--- config.mk ---
export PLATFORM = sky130hd
export DESIGN_NAME = seq_detect_ctrl
export DESIGN_NICKNAME = d
export VERILOG_FILES = /design/src/rtl/seq_detect_ctrl.sv
export SDC_FILE = /design/constraint.sdc
export NUM_CORES = 1
export LEC_CHECK = 0
export CAP_MARGIN = 0
export CORE_MARGIN = 5
export CORE_UTILIZATION = 59
export CTS_CLUSTER_DIAMETER = 100
export DETAILED_ROUTE_END_ITERATION = 8
export PLACE_DENSITY_LB_ADDON = 0.25
export SETUP_SLACK_MARGIN = 0.15
export SYNTH_ARGS = -nofsm -noshare
export SYNTH_HDL_FRONTEND = slang
export SYNTH_SLANG_ARGS = --single-unit
--- constraint.sdc ---
create_clock -name clk -period 5.5 [get_ports clk]
set_input_delay 1.1 -clock clk [delete_from_list [all_inputs] [get_ports clk]]
set_output_delay 1.1 -clock clk [all_outputs]
set_load 0.05 [all_outputs]
--- src/rtl/seq_detect_ctrl.sv ---
// -----------------------------------------------------------------------------
// seq_detect_ctrl
//   Serial pattern detector with a run controller. A configuration handshake
//   loads a pattern (up to MAXLEN bits), its length, an overlap mode and a
//   window length. The controller then examines 'window' valid serial bits,
//   pulses 'match' one cycle after each bit that completes the pattern,
//   counts matches (saturating, with a sticky overflow flag), and pulses
//   'done' when the window is exhausted. 'abort' ends a run early without a
//   done pulse.
//
// Ports
//   clk          clock, rising edge
//   rst          synchronous, active-high reset
//   cfg_valid    configuration request
//   cfg_ready    high in IDLE: configuration can be accepted
//   cfg_pattern  target pattern; bit [len-1] is the first serial bit
//   cfg_len      pattern length (0 -> 1, >MAXLEN -> MAXLEN)
//   cfg_overlap  1 = overlapping matches, 0 = matched bits are consumed
//   cfg_window   number of serial bits to examine in the run
//   bit_valid    bit_in is valid this cycle
//   bit_in       serial data bit
//   abort        terminate the current run (RUN only)
//   match        one-cycle detection pulse, one cycle after the matching bit
//   match_count  matches in the current or last run (saturating)
//   busy         run in progress
//   done         one-cycle run-complete pulse
//   overflow     sticky: a match arrived while match_count was saturated
//
// MAXLEN must be at least 2 (the history shift keeps MAXLEN-1 old bits).
// -----------------------------------------------------------------------------
module seq_detect_ctrl #(
  parameter int MAXLEN = 8,
  parameter int CNTW   = 8
) (
  input  logic              clk,
  input  logic              rst,
  input  logic              cfg_valid,
  output logic              cfg_ready,
  input  logic [MAXLEN-1:0] cfg_pattern,
  input  logic [3:0]        cfg_len,
  input  logic              cfg_overlap,
  input  logic [15:0]       cfg_window,
  input  logic              bit_valid,
  input  logic              bit_in,
  input  logic              abort,
  output logic              match,
  output logic [CNTW-1:0]   match_count,
  output logic              busy,
  output logic              done,
  output logic              overflow
);

  localparam int LW = $clog2(MAXLEN + 1);

  typedef enum logic [1:0] {
    IDLE = 2'd0,
    RUN  = 2'd1,
    DONE = 2'd2
  } state_t;

  state_t state, state_next;

  // Run configuration
  logic [MAXLEN-1:0] pattern_q;
  logic [LW-1:0]     len_q;
  logic              overlap_q;
  logic [15:0]       window_q;

  // Run progress
  logic [MAXLEN-1:0] hist_q;
  logic [LW-1:0]     fill_q;
  logic [15:0]       bit_cnt_q;
  logic              match_q;
  logic [CNTW-1:0]   count_q;
  logic              overflow_q;

  // Combinational helpers
  logic [LW-1:0]     len_eff;
  logic [MAXLEN-1:0] len_mask;
  logic [MAXLEN-1:0] hist_next;
  logic [LW-1:0]     fill_inc;
  logic              cfg_fire;
  logic              accept;
  logic              hit;
  logic              last_bit;
  logic              count_max;

  // Effective length: zero means a single bit, anything longer than the
  // history register is cut down to MAXLEN.
  always_comb begin
    if (cfg_len == 4'd0) begin
      len_eff = LW'(1);
    end else if (32'(cfg_len) > 32'(MAXLEN)) begin
      len_eff = LW'(MAXLEN);
    end else begin
      len_eff = LW'(cfg_len);
    end
  end

  // Mask selecting the low len_q bits of history and pattern.
  // NOTE: every always_comb output gets a value before any branch or loop;
  // a path that leaves one unassigned would infer a latch.
  always_comb begin
    len_mask = '0;
    for (int i = 0; i < MAXLEN; i++) begin
      len_mask[i] = (i < int'(len_q));
    end
  end

  assign cfg_fire  = (state == IDLE) && cfg_valid;

  // A zero-length window accepts no bits at all: the run ends on its first
  // cycle. abort wins over a simultaneous bit.
  assign accept    = (state == RUN) && !abort && (window_q != 16'd0) && bit_valid;

  assign hist_next = {hist_q[MAXLEN-2:0], bit_in};
  assign fill_inc  = (fill_q == LW'(MAXLEN)) ? fill_q : fill_q + LW'(1);

  // The fill count guards against matching on bits left over from before the
  // run started or, in non-overlap mode, bits already consumed by a match.
  assign hit       = accept
                   && (((hist_next ^ pattern_q) & len_mask) == '0)
                   && (fill_inc >= len_q);

  assign last_bit  = accept && (({1'b0, bit_cnt_q} + 17'd1) == {1'b0, window_q});
  assign count_max = (count_q == '1);

  // ---------------------------------------------------------------------------
  // Controller
  // ---------------------------------------------------------------------------
  always_comb begin
    state_next = state;
    case (state)
      IDLE: begin
        if (cfg_valid) state_next = RUN;
      end
      RUN: begin
        if (abort)                       state_next = IDLE;
        else if (window_q == 16'd0)      state_next = DONE;
        else if (last_bit)               state_next = DONE;
      end
      DONE:    state_next = IDLE;
      default: state_next = IDLE;
    endcase
  end

  // NOTE: sequential state uses non-blocking assignments so every register
  // samples the pre-edge values of the others, whatever the block order.
  always_ff @(posedge clk) begin
    if (rst) state <= IDLE;
    else     state <= state_next;
  end

  // ---------------------------------------------------------------------------
  // Datapath
  // ---------------------------------------------------------------------------
  // NOTE: the configuration registers are reset along with the run state so
  // nothing downstream ever sees X before the first configuration.
  always_ff @(posedge clk) begin
    if (rst) begin
      pattern_q  <= '0;
      len_q      <= LW'(1);
      overlap_q  <= 1'b0;
      window_q   <= '0;
      hist_q     <= '0;
      fill_q     <= '0;
      bit_cnt_q  <= '0;
      match_q    <= 1'b0;
      count_q    <= '0;
      overflow_q <= 1'b0;
    end else begin
      match_q <= hit;
      if (cfg_fire) begin
        pattern_q  <= cfg_pattern;
        len_q      <= len_eff;
        overlap_q  <= cfg_overlap;
        window_q   <= cfg_window;
        hist_q     <= '0;
        fill_q     <= '0;
        bit_cnt_q  <= '0;
        count_q    <= '0;
        overflow_q <= 1'b0;
      end else if (accept) begin
        hist_q    <= hist_next;
        bit_cnt_q <= bit_cnt_q + 16'd1;
        if (hit && !overlap_q) fill_q <= '0;
        else                   fill_q <= fill_inc;
        if (hit) begin
          if (count_max) overflow_q <= 1'b1;
          else           count_q    <= count_q + CNTW'(1);
        end
      end
    end
  end

  assign cfg_ready   = (state == IDLE);
  assign busy        = (state == RUN);
  assign done        = (state == DONE);
  assign match       = match_q;
  assign match_count = count_q;
  assign overflow    = overflow_q;

endmodule

# ---- Word level (Yosys, flattened, before mapping)
# Cells that the tools add are included.
dict set report classes {
  bitwise 3
  n_lt_le_gt_ge 10
  n_reduce_logical 19
  n_eq_ne 7
  n_addsub 4
  muxes 9
}
# operator n
set op_table {}
lappend op_table {{$add 16x1->17 const B} 1}
lappend op_table {{$eq 17x16->1} 1}
lappend op_table {{$add 16x1->16 const B} 1}
lappend op_table {{$logic_not 16->1} 1}
lappend op_table {{$lt 3x4->1 const A} 4}
lappend op_table {{$mux 4} 4}
lappend op_table {{$reduce_bool 16->1} 1}
lappend op_table {{$add 8x1->8 const B} 1}
lappend op_table {{$and 8x8->8} 1}
lappend op_table {{$eq 8x8->1 const B} 1}
lappend op_table {{$logic_and 1x1->1} 8}
lappend op_table {{$logic_not 8->1} 1}
lappend op_table {{$lt 1x4->1 const A} 2}
lappend op_table {{$lt 2x4->1 const A} 2}
lappend op_table {{$mux 2} 4}
lappend op_table {{$xor 8x8->8} 1}
lappend op_table {{$reduce_and 3->1} 2}
lappend op_table {{$add 4x1->4 const B} 1}
lappend op_table {{$eq 4x4->1 const B} 1}
lappend op_table {{$ge 4x4->1} 1}
lappend op_table {{$gt 4x4->1 const B} 1}
lappend op_table {{$logic_not 4->1} 1}
lappend op_table {{$ne 4x2->1 const B} 1}
lappend op_table {{$pmux 2 s2} 1}
lappend op_table {{other kinds (8)} 9}
dict set report totals {
  inputBits 35
  out_inout_bits 13
  ff_bits 68
}

# ---- Longest topological paths before layout
# Gate-level depths: netlist of run 1.
dict set report logic_depth {
  word_depth 9
  ltp_mapped 14
  ltp_nobuf 13
}

# ---- Least setup slack after synthesis of run 1
# Ideal clock, no wire load.
dict set report synth_path {
  kind {reg2reg}
  startpoint {register state[0]}
  endpoint {register state[0]}
  n_path_buf 0
  synth_period_minus_slack_ns 2.772
  stages_incl_launch_ff 8
  path_slack_ns 2.728
  setup_time_ns 0.116
  arrival_time_ns 2.657
  cell_sequence {dfxtp_1 -> nor2b_1 -> nor2b_1 -> nand3_1 -> nor4_1 -> o211ai_1 -> or4_1 -> a31o_1}
}
dict set report synth_via {
  elab_chain_len 7
  word_cells_on_any_way 10
  cone_classes {eq/ne: 3; mux: 1; reduce/logical: 6}
}
# element line_no
set synth_lines {}
lappend synth_lines {{from (decl)} 61} ;# state_t state, state_next;
lappend synth_lines {{from (signal assigned)} 151} ;# else state <= state_next;
lappend synth_lines {{$eq 2x1->1 *} n/a}
lappend synth_lines {{via busy} 48} ;# output logic busy,
lappend synth_lines {{$logic_and 1x1->1 (3 in a row)} 114} ;# assign accept = (state == RUN) && !abort && (window_q != 16'd0) && bit_valid;
lappend synth_lines {{$logic_and 1x1->1} 125} ;# assign last_bit = accept && (({1'b0, bit_cnt_q} + 17'd1) == {1'b0, window_q});
lappend synth_lines {{$ne 4x2->1 (no source line)} n/a}
lappend synth_lines {{$reduce_and 2->1 (no source line)} n/a}
# Mark *: on every way through the listed nets, which the timed path passes. The rest lies on a longest branch.
# A chain may end at the register's enable or synchronous reset.

# ---- Worst setup path after layout of run 1
dict set report layout_path {
  startpoint {input port abort}
  endpoint {register state[0]}
}
dict set report layout_via {
  elab_chain_len 7
  word_cells_on_any_way 9
  cone_classes {eq/ne: 1; mux: 2; reduce/logical: 6}
}
# element line_no
set layout_lines {}
lappend layout_lines {{from (decl)} 45} ;# input logic abort,
lappend layout_lines {{$logic_not 1->1} 114}
lappend layout_lines {{$logic_and 1x1->1 (3 in a row)} 114}
lappend layout_lines {{$logic_and 1x1->1} 125}
lappend layout_lines {{$ne 4x2->1 (no source line)} n/a}
lappend layout_lines {{$reduce_and 2->1 (no source line)} n/a}
# Parallel ways exist; a longest one is shown, timed or not.

==> results of run 1 <==
stage by stage:
stage,instances,power (mW),hold slack [ns]
2_1_floorplan,429,0.606,0.437
3_3_place_gp,530,0.649,0.459
3_5_place_dp,530,0.653,0.469
4_1_cts,545,1.03,0.479
5_1_grt,545,1.07,0.488
6_report,545,1.02,0.476
worst reg2reg max path: cells and delay by family (launching register included):
| family | cells | cell delay, ns |
|---|---|---|
| AND/OR/NAND/NOR | 6 | 1.08 |
| flip-flops | 1 | 0.40 |
| adder cells (fa/ha/maj) | 2 | 0.46 |
| XOR/XNOR | 1 | 0.20 |
| buffers and inverters | 1 | 0.10 |
| AO/OA/AOI/OAI | 3 | 0.65 |
state kept, by name, summed over array words and instances, names as in the netlist, 2 cells and up:
signal	count
state	2
pattern_q	8
fill_q	4
len_q	4
bit_cnt_q	16
hist_q	7
match_count	8
window_q	16
cell type report:
class,instances,area [um^2],area share [%]
multi-input cells,331,1950,47.4
flip-flops and latches,68,1360,33.1
repair buffers,49,485,11.8
clock buffers,14,183,4.44
well taps,72,90.1,2.19
inverters,10,37.5,0.913
clock inverters,1,5.00,0.122
power groups by stage:
stage | clock network (mW) | registers [mW] | logic [mW]
after floorplan | 0 | 0.530 | 0.0754
after detailed placement | 0 | 0.535 | 0.118
final | 0.382 | 0.524 | 0.118
after global placement | 0 | 0.534 | 0.115
after global routing | 0.410 | 0.526 | 0.132
after CTS | 0.388 | 0.524 | 0.119
kinds of logic after synthesis:
family,Yosys count,synth area share [%]
and+or+nand+nor,199,28.3
AOI/OAI and AO/OA,74,12.8
DFF,68,39.7
xor gates and xnor gates,49,12.5
buffers and inverters,30,3.40
adders and majority gates,8,2.92
muxes,1,0.292
cells in the mapped netlist, drive strengths merged (2+ instances only):
master | n | share of area (%)
nand2 | 88 | 9.6
dfxtp | 68 | 40
a21oi | 45 | 6.6
nor2 | 44 | 4.8
xnor2 | 38 | 9.7
clkbuf | 17 | 1.9
nand3 | 13 | 2.4
xor2 | 11 | 2.8
inv | 10 | 1.1
nor4 | 10 | 2.7
nor3 | 9 | 1.5
ha | 8 | 2.9
nand4 | 8 | 1.5
o21ai | 8 | 1.2
nor2b | 5 | 0.91
a211o | 3 | 0.77
a22o | 3 | 0.77
and3 | 3 | 0.55
buf | 3 | 0.40
nand2b | 3 | 0.55
nand3b | 3 | 0.66
a21boi | 2 | 0.44
and2 | 2 | 0.37
nand4b | 2 | 0.51
nor3b | 2 | 0.44
nor4b | 2 | 0.69
o41ai | 2 | 0.51
or4 | 2 | 0.44
routing by layer:
layer / routed length [um] / track usage, % / share of wire (%)
met5: 0 / 0 / 0
met4: 153 / 8.22 / 2.0
met3: 403 / 4.75 / 5.2
met2: 3500 / 32.9 / 45
met1: 3660 / 28.7 / 47
cell usage in the layout, fill, tap and decap left out, types with 2 or more instances in the layout:
cell type	count
nand2_1	88
dfxtp_1	68
clkdlybuf4s50_1	47
a21oi_1	45
nor2_1	44
xnor2_1	38
clkbuf_8	13
nand3_1	11
xor2_1	11
inv_1	10
nor4_1	8
nand4_1	8
nor3_1	8
o21ai_0	8
ha_1	8
nor2b_1	5
nand2b_1	3
and3_1	3
a211o_1	3
nand3b_1	3
a22o_1	3
or4_1	2
nor3b_1	2
nand4b_1	2
a21boi_0	2
o41ai_1	2
nor4_4	2
and2_1	2
buf_4	2
how the worst max path moves through the flow:
stage	end	slack [ns]	cells past startpoint
finish	state[0]	2.28	7
global route	fill_q[2]	2.07	5
CTS	state[0]	2.29	7
detailed placement	state[0]	1.95	7
global placement	state[0]	1.97	7
floorplan	state[0]	2.73	7
==> results.md, run 1 <==
- Peak VDD IR: 222 uV
- CTS Sinks: 68
- Worst setup margin: 2.28 ns
- Clock transition at path regs: 0.07 ns
- RePlAce Congestion: 0.929
- Fin. Hold Viols: 0
- Net count of the mapped netlist: 472
- Worst reg2reg startpoint: fill_q[0]
- Worst relative slew slack: 34.7%
- Setup violation total in the final timing report: 0
- Worst-Margin Slew: a little under 1 ns
- DIE AREA: 0.00743 mm^2
- Reg-to-reg endpoint: fill_q[3]
- Syn. warnings: 0
- Mapped Area: 0.00343 mm^2
- Crit Path Max Fanout: 15
- DRC: 0
- Post-CTS Hold Fix Bufs: 0
- Antenna fix cells: 0
- Pre-CTS WS: 1.95 ns
- Crit path kind: input pin to register
- # H-tree levels: 3
- Antenna-violating nets left: 0
- Core Region: approximately 0.0056 mm^2
- CTS tree: built
- Power Internal: roughly 0.77 mW
- CP required: between 5 and 6 ns
- Hpwl dp: ~5700 um
- IO Port Bufs: between 40 and 50
- Post-synth top flop: dfxtp_1
- P&R area growth vs syn: 20.0%
- Setup Skew: between 0.005 and 0.006 ns
- Initial core utilization: approximately three fifths
- Leak: 1.44 nW
- Via/cell ratio: 5.70
- Fillers: 446
- Crit path buf inv count: 1
- Number of flops mapped to enable cells by yosys: 0
- Postcts setup bufs: 0
- Register bit count reported by yosys: 68
- Final non-filler cell area: between 0.004 and 0.005 mm^2
- R2R depth: 13
- Delay-heaviest family, CP: simple AND/OR/NAND/NOR gates
- Clk_lat worst skew: 0.34 ns
- Worst setup path startpoint: abort
- Resized Gates After CTS: 0
- Standard-cell row count: 27
- DR iter-0 viols: 155
- Combinational fraction of design power: 11.6%
- Post-synth cell types: 50
- CP arrival: between 3 and 4 ns
- WL final: 7720 um
- Post-Syn Area per Cell: 7.99 um^2
- Switching Fraction: 24.5%
- Hold Path Depth: 2
- Root buf cell: clkbuf_8
- Slowest cell on crit path: or4_1
- Routed WL per cell: between 10 and 15 um
- Worst-case hold path end point: pattern_q[5]
- I/O pins: 48
- Outcome: finished clean
- RSZ-0062 raised after global routing: false
- Die width: 86.2 um
- Max Transition Viols Final: 0
- R2R Setup Slk: roughly 2.6 ns
- # nets final: ~510
- Crit. End Element: register
- Total negative setup slack: 0 ns
- Pwr per Cell Area: 249 mW/mm^2
- All-Layer GR Usage: 21.2%
- Final Critical Period: roughly 3.2 ns
- CTS buffer count: 9
- Number of global-route vias before repair: 2793
- Sequence of cells on the critical path: clkdlybuf4s50_1 -> nor2b_1 -> nand3_1 -> nor4_1 -> o211ai_1 -> or4_1 -> a31o_1
- Path type of the worst min-delay path: register to register
- Fmax achieved: slightly above 0.3 GHz
- Die height: approximately 86 um
- Max-cap violations: 0
- Clk pwr share: 37.2%
- Post-synthesis sequential area ratio: 39.7%
- Ys async rst share: 0%
- Sequential Power Share: 51.2%
- Share of cells above drive strength 1: 4.65%
- Slowest stage delay, CP: 0.54 ns
- Largest net degree at the start of global routing: 34
- P_sw: 0.251 mW
- Global-route wire length before repair: 12700 um
- Setup crit start kind: input pin
- Drt pass-1 iters: 4
- Fin crit share: around three fifths
- DP Area: 0.00392 mm^2
- Remaining global-route overflow: 0
- Worst Hold Launch: pattern_q[5]
- Post-Synthesis Cells: ~430
- Antenna violations before repair: 0
- Via count: roughly 3100
- Finished Core Util: about 74%
- Clock Path Buffers: 2
Note: power is estimated with default switching activity, not from simulation.
==> run 2: changes to the inputs <==
CORE_UTILIZATION = 55   (was 59)
clock period = 3.25 ns   (was 5.5 ns; I/O delays follow)
==> run 2 against run 1 <==
- hold slack got worse by 0.0017 ns
- clock power increased by 98%
- critical path depth increased by 1
- largest cell class unchanged
==> results.md, run 2 (synthesized netlist as in run 1, its figures left out) <==
- Outcome: finished clean
- DP Area: 0.00396 mm^2
- Antenna-violating nets left: 0
- Commonest non-fill, non-tap cells in the layout: nand2_1 (88), dfxtp_1 (68), clkdlybuf4s50_1 (47)
- CP arrival: a little under 3 ns
- Clock transition at path regs: 0.07 ns
- Via/cell ratio: 5.52
- RSZ-0062 raised after global routing: false
- Pwr per Cell Area: roughly 440 mW/mm^2
- Global-route wire length before repair: 13100 um
- Drt pass-1 iters: 5
- Final non-filler cell area: 0.00419 mm^2
- CTS tree: built
- WL final: 7770 um
- Antenna violations before repair: 0
- RePlAce Congestion: approximately 0.84
- CTS Sinks: 68
- Crit. End Element: register
- Worst reg2reg startpoint: bit_cnt_q[0]
- Hpwl dp: 5750 um
- DIE AREA: 0.00791 mm^2
- Peak VDD IR: 330 uV
- Worst setup path startpoint: bit_cnt_q[0]
- Setup violation total in the final timing report: 0
- Routed WL per cell: ~14 um
- Largest net degree at the start of global routing: 36
- Largest registers: bit_cnt_q: 16 flops, window_q: 16 flops
- All-Layer GR Usage: 21.0%
- # H-tree levels: 3
- Worst Hold Launch: pattern_q[2]
- Worst relative slew slack: 58.3%
- Finished Core Util: 69.9%
- CP required: 3.47 ns
- Number of global-route vias before repair: 2880
- Crit Path Max Fanout: 6
- Delay-heaviest family, CP: simple AND/OR/NAND/NOR gates
- Die width: 88.9 um
- Fillers: 495
- Antenna fix cells: 0
- Die height: 88.9 um
- Slowest stage delay, CP: 0.45 ns
- Crit path buf inv count: 0
- Standard-cell row count: 28
- Post-CTS Hold Fix Bufs: 0
- Fin crit share: 84.2%
- Fin. Hold Viols: 0
- # nets final: 518
- Clk_lat worst skew: 0.33 ns
- Worst-Margin Slew: 0.625 ns
- Max Transition Viols Final: 0
- CTS buffer count: 9
- Fmax achieved: 0.366 GHz
- Clock Path Buffers: 2
- Total negative setup slack: 0 ns
- Worst setup margin: 0.514 ns
- Sequence of cells on the critical path: ha_1 -> nand3_4 -> or3_1 -> a311oi_1 -> a21oi_1 -> a211o_1 -> or4_1 -> a31o_1
- Leak: 1.48 nW
- Most common cell after layout, fill and taps aside: nand2_1
- Crit path kind: register to register
- Via count: 3061
- Final Critical Period: between 2 and 3 ns
- Root buf cell: clkbuf_8
- Final Power: 1.85 mW
- Initial core utilization: about 57%
- Path type of the worst min-delay path: register to register
- Setup Skew: 0.00831 ns
- Remaining global-route overflow: 0
- Pre-CTS WS: about 0.22 ns
- Setup crit start kind: register
- Share of cells above drive strength 1: 6.04%
- DR iter-0 viols: 253
- Max-cap violations: 0
- I/O pins: 48
- Slowest cell on crit path: or3_1
- P&R area growth vs syn: 22.2%
- IO Port Bufs: 47
- Core Region: between 0.005 and 0.006 mm^2
- DRC: 0
-- run 2: stage by stage --
step	hold WS, ns	cells
after floorplan	0.437	429
after global placement	0.457	537
after detailed placement	0.461	537
after CTS	0.476	553
after global routing	0.494	555
final	0.475	555
-- run 2: per-layer routing --
layer / global-route usage, % / vias to the layer above / routed length [um] / share of wire (%)
met4: 6.59 / 0 / 44 / 0.57
met3: 4.24 / 6 / 478 / 6.2
li1: - / 1557 / - / -
met2: 32.9 / 75 / 3440 / 44
met5: 0 / - / 0 / 0
met1: 29.1 / 1423 / 3810 / 49
-- run 2: tightest hold or removal path: stages, from the launching register on --
cell	delay (ns)
dfxtp_1	0.32
nand2_1	0.05
a21oi_1	0.05
-- run 2: timing repair --
action | in CTS | in global routing
setup buffers | 0 | 2
endpoints found under the setup margin | 0 | 3
endpoints found under the hold margin | 0 | 0
resized for setup | 0 | 0
-- run 2: path summary, 6_finish.rpt --
| check | endpoint | slack, ns | cells past startpoint |
|---|---|---|---|
| min reg2reg | pattern_q[2] | 0.47 | 2 |
| max | state[0] | 0.51 | 8 |
| max reg2reg | state[0] | 0.51 | 8 |
| min | pattern_q[2] | 0.47 | 2 |
-- run 2: cell type report --
type                    count  area [um^2]  share of cell area, %
clock buffers              11          141                   3.38
clock inverters             5         75.1                   1.79
inverters                  10         37.5                  0.896
multi-input cells         331         1950                   46.5
flip-flops and latches     68         1360                   32.5
well taps                  75         93.8                   2.24
repair buffers             55          531                   12.7
-- run 2: power by group --
part           leakage (nW)  total (mW)  switching (mW)  internal, mW
Combinational         0.812       0.205           0.105        0.0992
Clock                 0.113       0.756           0.307         0.449
Sequential            0.553       0.888          0.0285         0.859
Total                  1.48        1.85           0.440          1.41
